==> config.mk <==
export PLATFORM = sky130hd
export DESIGN_NAME = bm_output_arbiter
export DESIGN_NICKNAME = d
export VERILOG_FILES = /design/src/rtl/bm_arb_pkg.sv /design/src/rtl/bm_rr_picker.sv /design/src/rtl/bm_output_arbiter.sv
export SDC_FILE = /design/constraint.sdc
export NUM_CORES = 1
export LEC_CHECK = 0
export ABC_CLOCK_PERIOD_IN_PS = 4700
export BUFFER_PORTS_ARGS = -buffer_cell sky130_fd_sc_hd__buf_2
export CAP_MARGIN = 40
export CORE_MARGIN = 4
export CORE_UTILIZATION = 43
export DETAILED_ROUTE_END_ITERATION = 6
export HOLD_SLACK_MARGIN = 0.06
export PLACE_DENSITY = 0.84
export SETUP_SLACK_MARGIN = 0.1
export SYNTH_ARGS = -nofsm -noshare
export SYNTH_HDL_FRONTEND = slang
export SYNTH_SLANG_ARGS = --single-unit
==> constraint.sdc <==
create_clock -name clock_signal -period 4.7 [get_ports clock_signal]
set_clock_uncertainty 0.1 [all_clocks]
set_input_delay 0.235 -clock clock_signal [delete_from_list [all_inputs] [get_ports clock_signal]]
set_output_delay 0.235 -clock clock_signal [all_outputs]
set_load 0.01 [all_outputs]
==> src/rtl/bm_arb_pkg.sv <==
// bm_arb_pkg: shared types and helpers for the BondMachine output arbiter.
// Optional downstream timeout is enabled with the BM_ARB_TIMEOUT_EN macro
// (see bm_output_arbiter).
package bm_arb_pkg;

   // Arbiter FSM: IDLE has no captured word, SEND presents one downstream.
   typedef enum logic {
      IDLE = 1'b0,
      SEND = 1'b1
   } bm_arb_state_e;

   // Next round-robin index after idx, wrapping at n-1 back to 0.
   function automatic int unsigned rr_index_next(input int unsigned idx,
                                                 input int unsigned n);
      if (idx + 1 >= n) begin
         return 0;
      end
      return idx + 1;
   endfunction

endpackage

==> src/rtl/bm_rr_picker.sv <==
// bm_rr_picker: combinational round-robin winner search.
// Scans req starting at ptr, ascending, wrapping at NUM_SRC-1 to 0; the
// first set bit wins. Used by bm_output_arbiter (BM_ARB_TIMEOUT_EN has no
// effect here).
module bm_rr_picker
#(
   parameter int NUM_SRC = 4,
   parameter int SRC_W   = $clog2(NUM_SRC)
)(
   input  logic [NUM_SRC-1:0] req,
   input  logic [SRC_W-1:0]   ptr,
   output logic               any,
   output logic [SRC_W-1:0]   winner,
   output logic [NUM_SRC-1:0] onehot
);

   // One extra bit so ptr + k never overflows before the wrap subtraction.
   logic [SRC_W:0]   sum;
   logic [SRC_W-1:0] idx;

   // Priority search from ptr with wrap-around; first hit wins.
   always_comb begin
      any    = 1'b0;
      winner = '0;
      onehot = '0;
      sum    = '0;
      idx    = '0;
      for (int k = 0; k < NUM_SRC; k++) begin
         sum = {1'b0, ptr} + (SRC_W+1)'(k);
         if (sum >= (SRC_W+1)'(NUM_SRC)) begin
            sum = sum - (SRC_W+1)'(NUM_SRC);
         end
         idx = sum[SRC_W-1:0];
         if (!any && req[idx]) begin
            any    = 1'b1;
            winner = idx;
         end
      end
      if (any) begin
         onehot[winner] = 1'b1;
      end
   end

endmodule

==> src/rtl/bm_output_arbiter.sv <==
// bm_output_arbiter: shares one output bus among NUM_SRC BondMachine output
// ports. Sources are granted round-robin, their word is captured and then
// presented downstream.
//
// Handshake (both sides): the producer holds valid high with stable data
// until the consumer asserts received; a word moves on the rising edge
// where valid and received are both high. Upstream, in_received is the
// combinational acknowledge (one-hot or zero); downstream, out_valid is
// driven from the state register and out_received is the acceptance.
//
// Optional macro BM_ARB_TIMEOUT_EN: adds TIMEOUT_CYCLES and the dropped
// output; a word not accepted within TIMEOUT_CYCLES SEND cycles is discarded.
module bm_output_arbiter
   import bm_arb_pkg::*;
#(
   parameter int NUM_SRC    = 4,
   parameter int DATA_WIDTH = 8,
   parameter int SRC_W      = $clog2(NUM_SRC)
`ifdef BM_ARB_TIMEOUT_EN
   ,
   parameter int TIMEOUT_CYCLES = 255
`endif
)(
   input  logic                          clock_signal,
   input  logic                          reset_signal,
   input  logic [NUM_SRC*DATA_WIDTH-1:0] in_data,
   input  logic [NUM_SRC-1:0]            in_valid,
   output logic [NUM_SRC-1:0]            in_received,
   output logic [DATA_WIDTH-1:0]         out_data,
   output logic                          out_valid,
   input  logic                          out_received,
   output logic [SRC_W-1:0]              out_src,
   output bm_arb_state_e                 state_dbg
`ifdef BM_ARB_TIMEOUT_EN
   ,
   output logic                          dropped
`endif
);

   bm_arb_state_e      state_q;
   bm_arb_state_e      state_d;
   logic [SRC_W-1:0]   rr_ptr;
   logic [SRC_W-1:0]   winner;
   logic [NUM_SRC-1:0] winner_onehot;
   logic               any_req;
   logic               can_grant;
   logic               grant;
   logic               timeout_hit;

   bm_rr_picker #(
      .NUM_SRC (NUM_SRC),
      .SRC_W   (SRC_W)
   ) u_picker (
      .req    (in_valid),
      .ptr    (rr_ptr),
      .any    (any_req),
      .winner (winner),
      .onehot (winner_onehot)
   );

   // A new word may be taken when idle, or when the current one leaves now.
   assign can_grant   = (state_q == IDLE) || ((state_q == SEND) && out_received);
   // Reset blocks the acknowledge so no source loses a word to a discarded capture.
   assign grant       = can_grant && any_req && !reset_signal;
   assign in_received = grant ? winner_onehot : '0;
   assign out_valid   = (state_q == SEND);
   assign state_dbg   = state_q;

`ifdef BM_ARB_TIMEOUT_EN
   localparam int TO_W = $clog2(TIMEOUT_CYCLES + 1);

   logic [TO_W-1:0] to_cnt;

   // Stalled SEND cycles reaching the limit; acceptance in that cycle wins.
   assign timeout_hit = (state_q == SEND) && !out_received &&
                        (to_cnt == TO_W'(TIMEOUT_CYCLES - 1));

   // Wait counter: cleared on every capture, counts stalled SEND cycles.
   always_ff @(posedge clock_signal) begin
      if (reset_signal) begin
         to_cnt  <= '0;
         dropped <= 1'b0;
      end else begin
         dropped <= timeout_hit;
         if (grant) begin
            to_cnt <= '0;
         end else if ((state_q == SEND) && !out_received && !timeout_hit) begin
            to_cnt <= to_cnt + 1'b1;
         end
      end
   end
`else
   assign timeout_hit = 1'b0;
`endif

   // Next-state logic: SEND persists across back-to-back grants.
   always_comb begin
      state_d = state_q;
      case (state_q)
         IDLE: begin
            if (grant) begin
               state_d = SEND;
            end
         end
         SEND: begin
            if (out_received) begin
               state_d = grant ? SEND : IDLE;
            end else if (timeout_hit) begin
               state_d = IDLE;
            end
         end
         default: state_d = IDLE;
      endcase
   end

   // State, round-robin pointer and capture registers; out_data is never
   // cleared after acceptance so the bus keeps showing the last word.
   always_ff @(posedge clock_signal) begin
      if (reset_signal) begin
         state_q  <= IDLE;
         rr_ptr   <= '0;
         out_data <= '0;
         out_src  <= '0;
      end else begin
         state_q <= state_d;
         if (grant) begin
            out_data <= in_data[int'(winner)*DATA_WIDTH +: DATA_WIDTH];
            out_src  <= winner;
            rr_ptr   <= SRC_W'(rr_index_next(32'(winner), 32'(NUM_SRC)));
         end
      end
   end

endmodule

==> run metrics, run 1 <==
status=completed; Total Routed Length=2514 microns; initial antenna violation count=0; worst min path class=input pin to flip-flop; slew margin rel.=59.38%; fin crit period=2.451 ns; worst-path fanout max=7; CTS buffer count=3; number of global-route vias before repair=872; commonest non-fill, non-tap cell in the layout=buf_2; Synth Area in Adders=1.508%; Die Y=51.92 microns; # Max-Cap Violations=0; # IOs=55; Final Util=63.65%; drt initial violations=23; unrepaired setup endpoints after global routing=no; Worst setup EP type=output pin; fin. max-slew vios=0; P&R area growth vs syn=36.80%; highest clock rate=0.4080 GHz; quantity of gates resized following cts=0; hpwl dp=1967 microns; vias=964; post-synthesis mux area share=14.48%; post-synthesis cell type count=31; Die ar.=0.002696 sq mm; largest net degree at the start of global routing=16; switching part of the total=37.44%; hold path depth=2; Final Hold Vio Count=0; Synth Area in Compound Gates=23.68%; post-synthesis sequential area ratio=31.37%; R2R setup slack=2.69 ns; Reg2Reg Depth=5; Static Leak=0.5480 nW; post-route cell area=0.001135 sq mm; #FFs+latches synth=13; CORE AREA=0.001783 sq mm; # diodes=0; drt drc=0; register share of total power=39.3%; Initial Util=46.53%; Routability Congestion=0.8000; CP Data Required Time=4.37 ns; postcts setup bufs=0; cell-internal power=0.2361 mW; NetSw=0.1412 mW; CTS clk-pin slew, worst paths=0.09 ns; power per cell area=332.5 mW/mm^2; Net Count, Synth=136; WL per Instance=14.28 microns; Ys Warns=0; IO buf count=54; hold_buf cts=0; CP arrival=2.12 ns; combinational power share=41.6%; Clock Path Buffers=2; clk sinks=13; r2r endpoint=out_data[1]; ANT nets after route=0; crit start category=flip-flop; XOR/XNOR Fraction of Synth Area=0%; layout cell share with drive strength beyond 1=41.06%; GRT overflow=0; Total GRT Usage=17.73%; Post-layout nets=192; HP Start=reset_signal; Clock power frac=19.1%; asr flop ratio synth=0%; EDFF count, synth=0; synthesized area=829.5 sq um; simple-gate share of the synthesized area=25.79%; Syn Area/Cell=8.641 sq um; critical path class=flip-flop to output pin; final-report setup violation count=0; clock root cell=clkbuf_4; TritonCTS clock tree=yes; dpl cell area=0.001109 sq mm; FF-to-FF Start=rr_ptr[1]; Rows=15; Hold EP=out_src[1]; clk_lat worst skew=0.28 ns; via/cell ratio=5.477; TNS Setup=0 ns; largest family of logic cells by synthesized area=simple AND/OR/NAND/NOR gates; TritonRoute pass-1 iters=4; Final Cycle Share=52.15%; CTS H-Tree Depth=1; main flop type after synthesis=dfxtp_1; Worst-Margin Slew=0.6047 ns; first-pass GRT wire length=3698 microns; worst vdd ir=0.3117 mV; die width=51.92 microns; most frequent cells in the layout=buf_2, nand2_1, dfxtp_1; Post-Synthesis Cells=96
-- cell type report --
| type | count | area [sq um] |
|---|---|---|
| clock buffers | 4 | 26.28 |
| fillers | 163 | 648.1 |
| inverters | 1 | 3.754 |
| multi-input cells | 79 | 543.0 |
| flip-flops and latches | 13 | 260.3 |
| well taps | 25 | 31.28 |
| repair buffers | 54 | 270.3 |
-- metal layers --
layer  up-vias  part of all wire, %  global-route usage (%)
met4         0                 0.48                   1.747
met3         2                  7.8                   4.871
met1       447                   43                   22.70
met2        44                   49                   30.33
met5         -                    0                       0
li1        471                    -                       -
-- cells in the mapped netlist (all sizes together), types with 2 or more instances --
cell | instances | area [sq um]
nand3b | 4 | 30.03
o21ai | 7 | 35.03
mux2i | 12 | 120.1
nor2b | 3 | 18.77
nor3 | 2 | 10.01
nand2 | 14 | 52.55
a21oi | 2 | 10.01
a211o | 5 | 43.79
o221ai | 3 | 26.28
buf | 2 | 18.77
dfxtp | 13 | 260.3
o211ai | 5 | 37.54
nor2 | 6 | 32.53
nand3 | 5 | 25.02
-- critical path: stages (launching register included) --
cell and delay (ns):
dfxtp_1 0.46, mux2i_1 0.31, o22ai_2 0.17, nor2_2 0.39, nand2_1 0.23, nor2_1 0.14
buf_2 0.14
-- power by group through the flow --
stage | registers [mW] | logic (mW) | clock network (mW)
final | 0.148 | 0.157 | 0.0721
after global routing | 0.151 | 0.171 | 0.0743
after CTS | 0.148 | 0.157 | 0.0707
after detailed placement | 0.150 | 0.156 | 0
after global placement | 0.148 | 0.153 | 0
after floorplan | 0.158 | 0.0953 | 0
-- how the worst max path moves through the flow --
stage                          from              to  slack (ns)  depth (start not counted)
after floorplan           rr_ptr[1]  in_received[1]        2.90                          5
after global placement    rr_ptr[1]  in_received[1]        2.70                          6
after detailed placement  rr_ptr[1]  in_received[1]        2.61                          6
after CTS                 rr_ptr[1]  in_received[1]        2.28                          6
after global routing      rr_ptr[1]  in_received[1]        2.13                          6
final                     rr_ptr[1]  in_received[1]        2.25                          6
-- state kept, by name, indices dropped and copies added, names as in the netlist --
name	count
out_valid	1
rr_ptr	2
out_src	2
out_data	8
-- cell families (layout without fill, tap and decap cells) --
| logic type | Yosys count | count (layout) |
|---|---|---|
| AO/OA/AOI/OAI | 26 | 26 |
| multiplexers | 12 | 12 |
| AND/OR/NAND/NOR | 40 | 40 |
| flip-flops | 13 | 13 |
| buffers and inverters | 4 | 59 |
| adder cells (fa/ha/maj) | 1 | 1 |
-- through the flow --
stage	cells	power, mW	hold WS, ns	setup slack, ns
final	176	0.3773	0.1120	2.249
after global routing	176	0.3966	0.1402	2.129
after CTS	176	0.3758	0.1181	2.280
after detailed placement	172	0.3067	0.3465	2.608
after global placement	172	0.3017	0.3449	2.705
after floorplan	96	0.2529	0.2041	2.899
Note: power is estimated with default switching activity, not from simulation.
==> inputs of run 2 (changes only) <==
--- a/config.mk
+++ b/config.mk
@@ -5,14 +5,14 @@
 export SDC_FILE = /design/constraint.sdc
 export NUM_CORES = 1
 export LEC_CHECK = 0
-export ABC_CLOCK_PERIOD_IN_PS = 4700
+export ABC_CLOCK_PERIOD_IN_PS = 2000
 export BUFFER_PORTS_ARGS = -buffer_cell sky130_fd_sc_hd__buf_2
 export CAP_MARGIN = 40
 export CORE_MARGIN = 4
-export CORE_UTILIZATION = 43
+export CORE_UTILIZATION = 37
 export DETAILED_ROUTE_END_ITERATION = 6
 export HOLD_SLACK_MARGIN = 0.06
-export PLACE_DENSITY = 0.84
+export PLACE_DENSITY = 0.77
 export SETUP_SLACK_MARGIN = 0.1
 export SYNTH_ARGS = -nofsm -noshare
 export SYNTH_HDL_FRONTEND = slang
==> constraint.sdc (replaced) <==
create_clock -name clock_signal -period 2 [get_ports clock_signal]
set_clock_uncertainty 0.1 [all_clocks]
set_input_delay 0.1 -clock clock_signal [delete_from_list [all_inputs] [get_ports clock_signal]]
set_output_delay 0.1 -clock clock_signal [all_outputs]
set_load 0.01 [all_outputs]
==> run 2 against run 1 <==
Against the previous run: clock power is 140% higher; register-to-register slack worse by 2.5 ns; via count is 14% higher; largest cell class unchanged; largest power group unchanged.
==> run metrics, run 2 (synthesis gave the netlist of run 1 again) <==
CP cell instances=mux2i_4 > o22ai_4 > nor2_4 > ha_2 > and2_1 > buf_2 (was mux2i_1 > o22ai_2 > nor2_2 > nand2_1 > nor2_1 > buf_2); most frequent cells in the layout=buf_2, dlygate4sd3_1, nand2_1 (was buf_2, nand2_1, dfxtp_1); critical path class=flip-flop to output pin (unchanged); Post-layout nets=224 (was 192); fin crit period=1.863 ns; highest clock rate=0.5368 GHz; Initial Util=40.63% (was 46.53%); commonest non-fill, non-tap cell in the layout=buf_2 (unchanged); Worst-Margin Slew=0.6554 ns (was 0.6047 ns); max reg flops=8 (unchanged); worst vdd ir=0.5094 mV (was 0.3117 mV); clock root cell=clkbuf_4 (unchanged); TNS Setup=0 ns (unchanged); switching part of the total=36.64% (was 37.44%); Final Cycle Share=93.14%; status=completed (unchanged); clk sinks=13 (unchanged); Final Hold Vio Count=0 (unchanged); Total GRT Usage=19.71% (was 17.73%); Die Y=55.35 microns (was 51.92 microns); CP Data Required Time=1.80 ns (was 4.37 ns); Worst setup EP type=output pin (unchanged); # IOs=55 (unchanged); clk_lat worst skew=0.28 ns (about the same); Slowest-stage cell, CP=dfxtp_4 (was dfxtp_1); first-pass GRT wire length=4995 microns (was 3698 microns); Die ar.=0.003064 sq mm (was 0.002696 sq mm); # diodes=0 (unchanged); initial antenna violation count=0 (unchanged); Routability Congestion=0.7331 (was 0.8000); ANT nets after route=0 (unchanged); Hold WS=0.06872 ns (was 0.1120 ns); cell-internal power=0.6583 mW (was 0.2361 mW); crit-path max cell delay=0.43 ns (was 0.46 ns); combinational power share=48.7% (was 41.6%); CTS clk-pin slew, worst paths=0.09 ns (about the same); Clock power frac=16.5% (was 19.1%); Rows=16 (was 15); # Max-Cap Violations=0 (unchanged); layout cell share with drive strength beyond 1=44.26% (was 41.06%); NetSw=0.3807 mW (was 0.1412 mW); Final Util=72.98% (was 63.65%); power per cell area=697.3 mW/mm^2 (was 332.5 mW/mm^2); crit start category=flip-flop (unchanged); WL per Instance=15.20 microns (was 14.28 microns); CORE AREA=0.002042 sq mm (was 0.001783 sq mm); worst min path class=input pin to flip-flop (unchanged); TritonRoute pass-1 iters=4 (unchanged); largest net degree at the start of global routing=10 (was 16); Largest Register=out_data (unchanged); leading registers by flop count=out_data (8), out_src (2), rr_ptr (2) (unchanged); CTS H-Tree Depth=1 (unchanged); Static Leak=0.6954 nW (was 0.5480 nW); CP arrival=1.66 ns (was 2.12 ns); CTS buffer count=3 (unchanged); TritonCTS clock tree=yes (unchanged); Reg2Reg Depth=7 (was 5); drt initial violations=31 (was 23); die width=55.35 microns (was 51.92 microns); GRT overflow=0 (unchanged); IO buf count=54 (unchanged); worst-path fanout max=7 (unchanged); final-report setup violation count=0 (unchanged); slew margin rel.=55.90% (was 59.38%); Clock Path Buffers=2 (unchanged); unrepaired setup endpoints after global routing=yes (was no); Total Routed Length=3193 microns (was 2514 microns); register share of total power=34.8% (was 39.3%); number of global-route vias before repair=1,080 (was 872); P&R area growth vs syn=79.64% (was 36.80%); vias=1,100 (was 964); fin. max-slew vios=0 (unchanged); Filler Cell Count=166 (was 163); hold path depth=3 (was 2); hpwl dp=2058 microns (was 1967 microns); drt drc=0 (unchanged); via/cell ratio=5.238 (was 5.477)
run 2: changes by cell type in the layout (fill, tap and decap cells not counted), sizes merged:
| cell | change |
|---|---|
| dlygate4sd3 | +21 |
| buf | +11 |
run 2: power by group through the flow:
stage / clock network, mW / logic (mW) / registers (mW)
global route: 0.183 / 0.547 / 0.369
floorplan: 0 / 0.224 / 0.371
finish: 0.172 / 0.506 / 0.361
detailed placement: 0 / 0.377 / 0.353
CTS: 0.171 / 0.463 / 0.352
global placement: 0 / 0.363 / 0.351
run 2: timing repair:
| action | CTS | global route |
|---|---|---|
| endpoints found under the setup margin | 7 | 8 |
| gates resized for setup | 6 | 8 |
| endpoints found under the hold margin | 10 | 0 |
| pin swaps | 3 | 3 |
| hold buffers | 21 | 0 |
| setup buffers | 6 | 4 |
run 2: layer usage:
metal,GRT usage [%],up-vias,share of wire (%)
met4,5.556,0,1.3
met1,22.94,509,40
met5,0,-,0
met2,35.64,50,52
li1,-,535,-
met3,4.429,6,6.4
run 2: path summary, 6_finish.rpt:
kind	startpoint	end	slack, ns
setup / recovery	rr_ptr[1]	in_received[3]	0.14
hold / removal	in_data[7]	out_data[7]	0.07
setup reg to reg	rr_ptr[1]	out_data[6]	0.22
hold reg to reg	out_src[0]	out_src[0]	0.34
run 2: area by class of cell:
class,instances,area [sq um],area share [%]
clock buffer,4,26.28,1.763
inverter,1,3.754,0.2519
multi-input combinational,79,598.1,40.13
sequential,13,265.3,17.80
tap,27,33.78,2.267
timing repair buffer,86,563.0,37.78
run 2: per-stage QoR:
stage                     worst slack (ns)  instance area, sq um  power, mW  std cells
after global placement              0.2013                  1119     0.7143        175
final                               0.1371                  1490      1.039        210
after CTS                          0.09124                  1426     0.9863        206
after detailed placement           0.08149                  1119     0.7300        175
after global routing               0.07873                  1490      1.100        210
after floorplan                     0.2680                 829.5     0.5944         96
run 2: worst max-delay path, delay by kind of cell (launching register included):
kind	cells	cell delay [ns]
multiplexers	1	0.28
flip-flops	1	0.43
AO/OA/AOI/OAI	1	0.14
adder cells (fa/ha/maj)	1	0.17
AND/OR/NAND/NOR	2	0.25
buffers and inverters	1	0.13
==> inputs of run 3 (changes only) <==
==> constraint.sdc (replaced) <==
create_clock -name clock_signal -period 2 [get_ports clock_signal]
set_clock_uncertainty 0.1 [all_clocks]
set_input_delay 0.1 -clock clock_signal [delete_from_list [all_inputs] [get_ports clock_signal]]
set_output_delay 0.1 -clock clock_signal [all_outputs]
set_load 0.05 [all_outputs]
==> run 3 against run 2 <==
Against the previous run: flip-flop and latch count unchanged; die area unchanged; worst hold slack worse by 0.016 ns; sequential power is essentially flat; via count is 1.0% lower; register-to-register slack about the same; power rose by 19%; setup slack got worse by 0.032 ns; clock power shrank 2%; fmax decreased by 1.7%; global-route usage is essentially flat; combinational power is 41% higher; critical path type unchanged; critical endpoint unchanged; largest cell class unchanged.
==> run metrics, run 3 (synthesis gave the netlist of run 1 again) <==
fin. max-slew vios=0 (unchanged); Total GRT Usage=19.74% (was 19.71%); R2R setup slack=0.23 ns (was 0.22 ns); DR top layer=met4 (unchanged); wl on met1=1206 microns (was 1286 microns); FF-to-FF Start=rr_ptr[1] (unchanged); worst vdd ir=0.5272 mV (was 0.5094 mV); Routed met2 length=1603 microns (was 1661 microns); most frequent cells in the layout=buf_2, buf_4, nand2_1 (was buf_2, dlygate4sd3_1, nand2_1); clock root cell=clkbuf_4 (unchanged); Routability Congestion=0.7964 (was 0.7331); post-route cell area=0.001530 sq mm (was 0.001490 sq mm); worst setup path end=in_received[3] (unchanged); drt drc=0 (unchanged); TritonCTS clock tree=yes (unchanged); TNS Setup=0 ns (unchanged); TritonRoute pass-1 iters=4 (unchanged); register share of total power=29.0% (was 34.8%); # IOs=55 (unchanged); slew margin rel.=55.04% (was 55.90%); highest clock rate=0.5277 GHz (was 0.5368 GHz); layout cell share with drive strength beyond 1=50.28% (was 44.26%); CTS clk-pin slew, worst paths=0.09 ns (about the same); critical path class=flip-flop to output pin (unchanged); hold path depth=3 (unchanged); crit start category=flip-flop (unchanged); Worst-Margin Slew=0.6682 ns (was 0.6554 ns); via/cell ratio=5.286 (was 5.238); Clock power frac=13.6% (was 16.5%); ANT nets after route=0 (unchanged); WL per Instance=15.07 microns (was 15.20 microns); GRT overflow=0 (unchanged); combinational power share=57.4% (was 48.7%); Post-layout nets=220 (was 224); P&R area growth vs syn=84.46% (was 79.64%); CORE AREA=0.002042 sq mm (unchanged); CTS H-Tree Depth=1 (unchanged); Static Leak=0.7054 nW (was 0.6954 nW); CTS buffer count=3 (unchanged); hpwl dp=2067 microns (was 2058 microns); final-report setup violation count=0 (unchanged); clk sinks=13 (unchanged); max reg flops=8 (unchanged); status=completed (unchanged); worst min path class=input pin to flip-flop (unchanged); Final Cycle Share=94.76% (was 93.14%); fin crit period=1.895 ns (was 1.863 ns); CP Data Required Time=1.80 ns (about the same); leading registers by flop count=out_data (8), out_src (2), rr_ptr (2) (unchanged); first-pass GRT wire length=5009 microns (was 4995 microns); number of global-route vias before repair=1,081 (was 1,080); Initial Util=40.63% (unchanged); initial antenna violation count=0 (unchanged); dpl cell area=0.001189 sq mm (was 0.001119 sq mm); worst-path fanout max=6 (was 7); commonest non-fill, non-tap cell in the layout=buf_2 (unchanged); largest net degree at the start of global routing=15 (was 10); Reg2Reg Depth=8 (was 7); clk_lat worst skew=0.28 ns (about the same); r2r endpoint=out_data[4] (was out_data[6]); Total Routed Length=3105 microns (was 3193 microns); Final Hold Vio Count=0 (unchanged); NetSw=0.5616 mW (was 0.3807 mW); switching part of the total=45.23% (was 36.64%); Die Y=55.35 microns (unchanged); CP startpoint=rr_ptr[1] (unchanged); Largest Register=out_data (unchanged); Rows=16 (unchanged); CP arrival=1.70 ns (was 1.66 ns); # Max-Cap Violations=0 (unchanged); die width=55.35 microns (unchanged); Post-Layout Cell Count=206 (was 210); # diodes=0 (unchanged); Placed Cells incl. Taps=180 (was 175); power per cell area=811.3 mW/mm^2 (was 697.3 mW/mm^2); drt initial violations=17 (was 31); Worst setup EP type=output pin (unchanged); met3 routed WL=239 microns (was 204 microns); unrepaired setup endpoints after global routing=yes (unchanged); Power Total=1.241 mW (was 1.039 mW); Die ar.=0.003064 sq mm (unchanged); Clock Path Buffers=2 (unchanged); vias=1,089 (was 1,100); cell-internal power=0.6799 mW (was 0.6583 mW); IO buf count=54 (unchanged)
-- run 3: metrics by stage --
step / util, % / setup slack (ns) / hold slack [ns]
global route: 74.94 / 0.04437 / 0.07100
global placement: 58.21 / 0.2369 / 0.2821
detailed placement: 58.21 / 0.1360 / 0.2837
CTS: 70.34 / 0.09016 / 0.06074
floorplan: - / 0.07785 / 0.06907
finish: 74.94 / 0.1049 / 0.05276
-- run 3: worst min-delay path by stage --
| stage | startpoint | to |
|---|---|---|
| 2_1_floorplan | reset_signal | out_src[1] |
| 3_3_place_gp | reset_signal | out_src[1] |
| 3_5_place_dp | reset_signal | out_src[1] |
| 4_1_cts | in_data[18] | out_data[2] |
| 5_1_grt | in_data[18] | out_data[2] |
| 6_report | in_data[18] | out_data[2] |
-- run 3: final cells by class --
type                       count  area, sq um
fill                         161        511.7
inverter                       1        3.754
clock buffer                   4        26.28
multi-input combinational     79        650.6
sequential                    13        265.3
tap                           27        33.78
timing repair buffer          82        550.5
-- run 3: worst max-delay path: stages (launching register included) --
cell and delay, ns:
dfxtp_4 0.42, mux2i_4 0.28, o22ai_4 0.14, nor2_4 0.13, ha_2 0.17, and2_4 0.14, buf_8 0.14
-- run 3: power by group through the flow --
stage / Combinational (mW) / Sequential [mW] / Clock [mW]
after global placement: 0.562 / 0.349 / 0
after global routing: 0.754 / 0.368 / 0.181
after floorplan: 0.270 / 0.501 / 0
after detailed placement: 0.574 / 0.354 / 0
final: 0.713 / 0.360 / 0.168
after CTS: 0.652 / 0.357 / 0.168
-- run 3: repair_timing --
action                                 4_1_cts  5_1_grt
pin swaps                                    2        3
resized for setup                           16       14
buffers inserted                             4        6
endpoints found under the hold margin        7        0
hold buffers                                12        0
setup endpoints to repair                    8        4
-- run 3: layer usage --
layer	vias to the layer above	track usage, %
met5	-	0
met1	499	22.05
met3	6	4.895
met4	0	6.944
li1	527	-
met2	57	35.81
